`config.mk`:
```
export PLATFORM = sky130hd
export DESIGN_NAME = edgedetect_frame_ctrl
export DESIGN_NICKNAME = d
export VERILOG_FILES = /design/src/rtl/edgedetect_frame_ctrl.sv
export SDC_FILE = /design/constraint.sdc
export NUM_CORES = 1
export LEC_CHECK = 0
export CAP_MARGIN = 30
export CORE_ASPECT_RATIO = 1.5
export CORE_MARGIN = 5
export CORE_UTILIZATION = 46
export DETAILED_ROUTE_END_ITERATION = 10
export PLACE_DENSITY = 0.82
export SETUP_SLACK_MARGIN = 0.05
export SLEW_MARGIN = 40
export SYNTH_ARGS = -nofsm -noshare
export SYNTH_HDL_FRONTEND = slang
export SYNTH_SLANG_ARGS = --single-unit
export TNS_END_PERCENT = 5
```
`constraint.sdc`:
```
create_clock -name clk -period 2.4 [get_ports clk]
set_input_delay 0.6 -clock clk [delete_from_list [all_inputs] [get_ports clk]]
set_output_delay 0.6 -clock clk [all_outputs]
set_load 0.01 [all_outputs]
```
`src/rtl/edgedetect_frame_ctrl.sv`:
```
// Frame sequencer around the edge-detection datapath: admits one frame of pixels,
// forwards the same number of results to a valid/ready sink, flushes on abort/timeout.
module edgedetect_frame_ctrl #(
  parameter int unsigned IMG_WIDTH      = 720,
  parameter int unsigned IMG_HEIGHT     = 540,
  parameter int unsigned CNT_WIDTH      = 20,
  parameter int unsigned TIMEOUT_CYCLES = 65535,
  parameter int unsigned FLUSH_CYCLES   = 4
) (
  input  logic        clk,
  input  logic        rst_n,
  input  logic        start,
  input  logic        abort,
  output logic        busy,
  output logic        done,
  output logic        error,
  output logic        pipe_flush,
  input  logic        src_valid,
  output logic        src_ready,
  input  logic [23:0] src_data,
  output logic        gray_wr_en,
  input  logic        gray_full,
  output logic [23:0] gray_din,
  output logic        img_rd_en,
  input  logic        img_empty,
  input  logic [7:0]  img_dout,
  output logic        sink_valid,
  input  logic        sink_ready,
  output logic [7:0]  sink_data,
  output logic        sink_last
);

  localparam int unsigned TOTAL   = IMG_WIDTH * IMG_HEIGHT;
  localparam int unsigned WDOG_W  = 16;
  localparam int unsigned FLUSH_W = (FLUSH_CYCLES > 1) ? $clog2(FLUSH_CYCLES) : 1;

  localparam logic [CNT_WIDTH-1:0] TOTAL_C    = CNT_WIDTH'(TOTAL);
  localparam logic [CNT_WIDTH-1:0] LAST_C     = CNT_WIDTH'(TOTAL - 1);
  localparam logic [WDOG_W-1:0]    WDOG_LIM   = WDOG_W'(TIMEOUT_CYCLES - 1);
  localparam logic [FLUSH_W-1:0]   FLUSH_LAST = FLUSH_W'(FLUSH_CYCLES - 1);

  typedef enum logic [1:0] {S_IDLE, S_RUN, S_DRAIN, S_FLUSH} state_e;

  state_e               state_q, state_d;
  logic [CNT_WIDTH-1:0] in_cnt_q, in_cnt_d;
  logic [CNT_WIDTH-1:0] out_cnt_q, out_cnt_d;
  logic [WDOG_W-1:0]    wdog_q, wdog_d;
  logic [FLUSH_W-1:0]   flush_cnt_q, flush_cnt_d;
  logic                 done_q, done_d;
  logic                 error_q, error_d;
  logic                 in_run, in_act;

  // Zero-latency handshakes; abort suppresses every transfer in its cycle
  assign in_run     = (state_q == S_RUN);
  assign in_act     = in_run | (state_q == S_DRAIN);
  assign src_ready  = in_run & ~gray_full & ~abort;
  assign gray_wr_en = src_valid & src_ready;
  assign gray_din   = in_run ? src_data : '0;
  assign sink_valid = in_act & ~img_empty & (out_cnt_q < TOTAL_C) & ~abort;
  assign img_rd_en  = sink_valid & sink_ready;
  assign sink_data  = in_act ? img_dout : '0;
  assign sink_last  = sink_valid & (out_cnt_q == LAST_C);

  assign busy       = (state_q != S_IDLE);
  assign pipe_flush = (state_q == S_FLUSH);
  assign done       = done_q;
  assign error      = error_q;

  always_comb begin
    state_d     = state_q;
    in_cnt_d    = in_cnt_q;
    out_cnt_d   = out_cnt_q;
    wdog_d      = wdog_q;
    flush_cnt_d = flush_cnt_q;
    done_d      = 1'b0;
    error_d     = error_q;
    unique case (state_q)
      S_IDLE: begin
        if (start) begin
          state_d   = S_RUN;
          in_cnt_d  = '0;
          out_cnt_d = '0;
          wdog_d    = '0;
          error_d   = 1'b0;
        end
      end
      S_RUN, S_DRAIN: begin
        if (abort) begin
          state_d     = S_FLUSH;
          flush_cnt_d = '0;
        end else begin
          if (gray_wr_en) in_cnt_d = in_cnt_q + CNT_WIDTH'(1);
          if (img_rd_en)  out_cnt_d = out_cnt_q + CNT_WIDTH'(1);
          wdog_d = (gray_wr_en | img_rd_en) ? '0 : wdog_q + WDOG_W'(1);
          // Final pop wins over everything, including a skewed datapath still in RUN
          if (img_rd_en && (out_cnt_q == LAST_C)) begin
            state_d = S_IDLE;
            done_d  = 1'b1;
          end else if (!(gray_wr_en | img_rd_en) && (wdog_q == WDOG_LIM)) begin
            state_d     = S_FLUSH;
            flush_cnt_d = '0;
            error_d     = 1'b1;
          end else if (gray_wr_en && (in_cnt_q == LAST_C)) begin
            state_d = S_DRAIN;
          end
        end
      end
      S_FLUSH: begin
        if (flush_cnt_q == FLUSH_LAST) state_d = S_IDLE;
        else                           flush_cnt_d = flush_cnt_q + FLUSH_W'(1);
      end
      default: state_d = S_IDLE;
    endcase
  end

  always_ff @(posedge clk or negedge rst_n) begin
    if (!rst_n) begin
      state_q     <= S_IDLE;
      in_cnt_q    <= '0;
      out_cnt_q   <= '0;
      wdog_q      <= '0;
      flush_cnt_q <= '0;
      done_q      <= 1'b0;
      error_q     <= 1'b0;
    end else begin
      state_q     <= state_d;
      in_cnt_q    <= in_cnt_d;
      out_cnt_q   <= out_cnt_d;
      wdog_q      <= wdog_d;
      flush_cnt_q <= flush_cnt_d;
      done_q      <= done_d;
      error_q     <= error_d;
    end
  end

endmodule

```
==> reports/metrics.cfg <==
[sta]
relSlewSlack_pct=63.2
fin_crit_ns=2.48
rsz0062_at_grt=true
setup_slack_ns=-0.0775
final.setup.tns_ns=-0.116
setup_viol=2
skew_ns=0.00560
fin_hold_ws_ns=0.257
period_share_pct=103
tightest_slew_ns=0.547
fmax_ghz=0.404
maxSlewViolCount=0
hold_violations=0

[worst_setup_path]
path_buf_inv=3
critical_path_class=in2out
r2r_start=out_cnt_q[16]
cp-endpoint=sink_last
critical_path_arrival_ns=1.88
r2r_end=state_q[1]
startpoint=img_empty
crit_cells=6
crit_path_start_kind=primary input
end_kind=output port
cp_cell_sequence=clkdlybuf4s50_1, a211oi_2, buf_4, and3_4, nor2b_4, buf_2
cpPeakStageDelay_ns=0.42
crit_slowest_cell=clkdlybuf4s50_1
reg2reg_depth=11
cp.required_ns=1.80
cp_top_family=buffers and inverters
critical_path.max_fanout=2
r2r_setup_slack_ns=-0.04

[yosys]
yosysSeqAreaShare_pct=42.3
synth_enable_flop_cells=0
netlist-cell-type-count=51
yosys_warnings=0
netlist_area_um2=3660
syn-num-nets=464
synthCells=416
synth_top_flop_cell=dfrtp_1
ys_ff_latch=62
synthArstFlopShare_pct=100
syn_area_per_cell_um2=8.81

[job]
max_cap_viol_count=0

[die]
num_rows=40
coreArea_um2=7910
pin_count=81
dieHeight_um=119
fp.dieArea_um2=9890
die_w_um=82.9
start_util_pct=46.3

[pwr]
ir_drop_v=0.000727
leakagePower_uw=0.00246
powerDensity_nw_per_um2=973

[drt]
num_vias=3695
vias_per_cell=5.58
route.detailed.drc=0
dr.pass1.iters=4
drt_iter0_markers=245
wl_mm=10.4
wl_per_cell_um=15.8
ant_nets=0

[cells_and_area]
fin_nets=602
syn_to_final_growth_pct=46.7
drive_above_1_share_pct=20.3
n_antenna_cell=0

[clocking]
cts_made_buffers=9
cts_buffer_depth=2
clock_latency_ns=0.33
htreeDepth=3
clk_pin_slew_ns=0.05
cts_tree=done
root_buffer=clkbuf_16
cts.sinks=62

[place]
place.gp.congestion=0.884
port_buffers=80
place_ws_ns=-0.529
hpwlAfterDp_mm=7.28

[grt]
overflow=0
antenna_found_initial=0
grt_pass1_vias=3939
grt_pass1_wl_mm=17.3
grt_max_degree=63
grtUsageTotal_pct=21.2

[outcome]
status=complete, but fails checks
violations=setup timing

[hold_path]
worst_hold_path_type=in2async

## per-layer routing
metal | wire length (um) | part of all wire, % | up-vias | global-route usage, %
met5 | 0 | 0 | - | 0
met4 | 355 | 3.4 | 0 | 11.3
met3 | 798 | 7.6 | 30 | 6.23
li1 | - | - | 1731 | -
met2 | 5410 | 52 | 157 | 37.7
met1 | 3880 | 37 | 1777 | 22.4
## how the worst min path moves through the flow
stage,from,to,slack [ns],cells after the start
after detailed placement,flush_cnt_q[1],flush_cnt_q[1],0.49,1
after floorplan,rst_n,done,0.30,0
after global routing,rst_n,out_cnt_q[17],0.30,2
after CTS,rst_n,out_cnt_q[2],0.29,2
final,rst_n,flush_cnt_q[1],0.26,2
after global placement,wdog_q[8],wdog_q[8],0.48,1
## flip-flops by register name, summed over array words and instances (netlist names)
signal / count
error: 1
done: 1
wdog_q: 16
in_cnt_q: 20
out_cnt_q: 20
state_q: 2
flush_cnt_q: 2
## layout make-up
| class | count | area, um2 |
|---|---|---|
| clock buffer | 12 | 246 |
| clock inverter | 2 | 10.0 |
| fill | 601 | 2530 |
| inverter | 15 | 56.3 |
| multi-input combinational | 321 | 2110 |
| sequential | 62 | 1550 |
| tap | 105 | 131 |
| timing repair buffer | 145 | 1270 |
## stage by stage
stage / area, um2 / total power, uW / std cells / utilization [%]
floorplan: 3670 / 2700 / 416 / -
global placement: 4950 / 3960 / 638 / 62.6
detailed placement: 4950 / 4040 / 638 / 62.6
CTS: 5300 / 5140 / 661 / 67.0
global route: 5380 / 5570 / 662 / 68.0
finish: 5380 / 5230 / 662 / 68.0
## cell usage in the layout, fill, tap and decap left out, types with 18 or more instances in the layout
| master | count |
|---|---|
| dfrtp_1 | 62 |
| buf_4 | 62 |
| nor2_1 | 42 |
| clkdlybuf4s50_1 | 41 |
| nand2_1 | 40 |
| and2_1 | 35 |
| nand3_1 | 24 |
| xnor2_1 | 22 |
| dlygate4sd2_1 | 19 |
| o21ai_0 | 18 |
## worst reg2reg max path: stages, from the launching register on
cell and delay [ns]:
dfrtp_1 0.39, nand4_4 0.14, nor4b_4 0.27, nand2_1 0.11
buf_4 0.15, buf_4 0.12, buf_4 0.12, buf_4 0.12
buf_4 0.12, o41ai_2 0.26, o21a_1 0.19, mux2_2 0.33
## report_power, final
group | switching (uW) | leakage (uW) | total, uW | internal, uW
clock network | 421 | 0.000128 | 1130 | 709
registers | 103 | 0.000845 | 1270 | 1170
logic | 1430 | 0.00148 | 2830 | 1400
## what timing repair did
| action | CTS | global route |
|---|---|---|
| hold buffers | 0 | 0 |
| buffers inserted | 9 | 1 |
| gates resized for setup | 58 | 33 |
| pin swaps | 3 | 4 |
| endpoints found under the setup margin | 49 | 46 |
## Yosys cell counts (2+ instances only)
cell / count / area share, %
inv_1: 14 / 1.4
a21oi_1: 9 / 1.2
a22o_1: 7 / 1.7
xor2_1: 9 / 2.2
o21ai_0: 20 / 2.7
and2_1: 35 / 6.0
o211a_1: 2 / 0.55
nor3_1: 12 / 1.6
nor4_1: 12 / 2.0
nand3_1: 24 / 3.3
mux2_2: 2 / 0.61
mux2i_1: 2 / 0.55
clkbuf_1: 14 / 1.4
nor3b_1: 2 / 0.41
and4_1: 2 / 0.48
nand2b_1: 2 / 0.34
nor4b_1: 4 / 0.96
nor2_1: 43 / 4.4
and3_1: 8 / 1.4
nand4_1: 9 / 1.5
or3_1: 8 / 1.4
dfrtp_1: 62 / 42
nand2_1: 40 / 4.1
xnor2_1: 22 / 5.3
nor2b_1: 9 / 1.5
buf_1: 2 / 0.20
ha_1: 8 / 2.7
o21a_1: 3 / 0.61
o31ai_1: 8 / 1.6
## kinds of logic (layout without fill, tap and decap cells)
family                   count (synthesis)  count (layout)  share of synthesized area, %
AND/OR/NAND/NOR                        219             219                          32.2
flip-flops                              62              62                          42.3
AO/OA/AOI/OAI                           59              59                          10.6
buffers and inverters                   33             174                          3.62
XOR/XNOR                                31              31                          7.41
adder cells (fa/ha/maj)                  8               8                          2.73
multiplexers                             4               4                          1.16
Power figures use the tool's default switching activity.
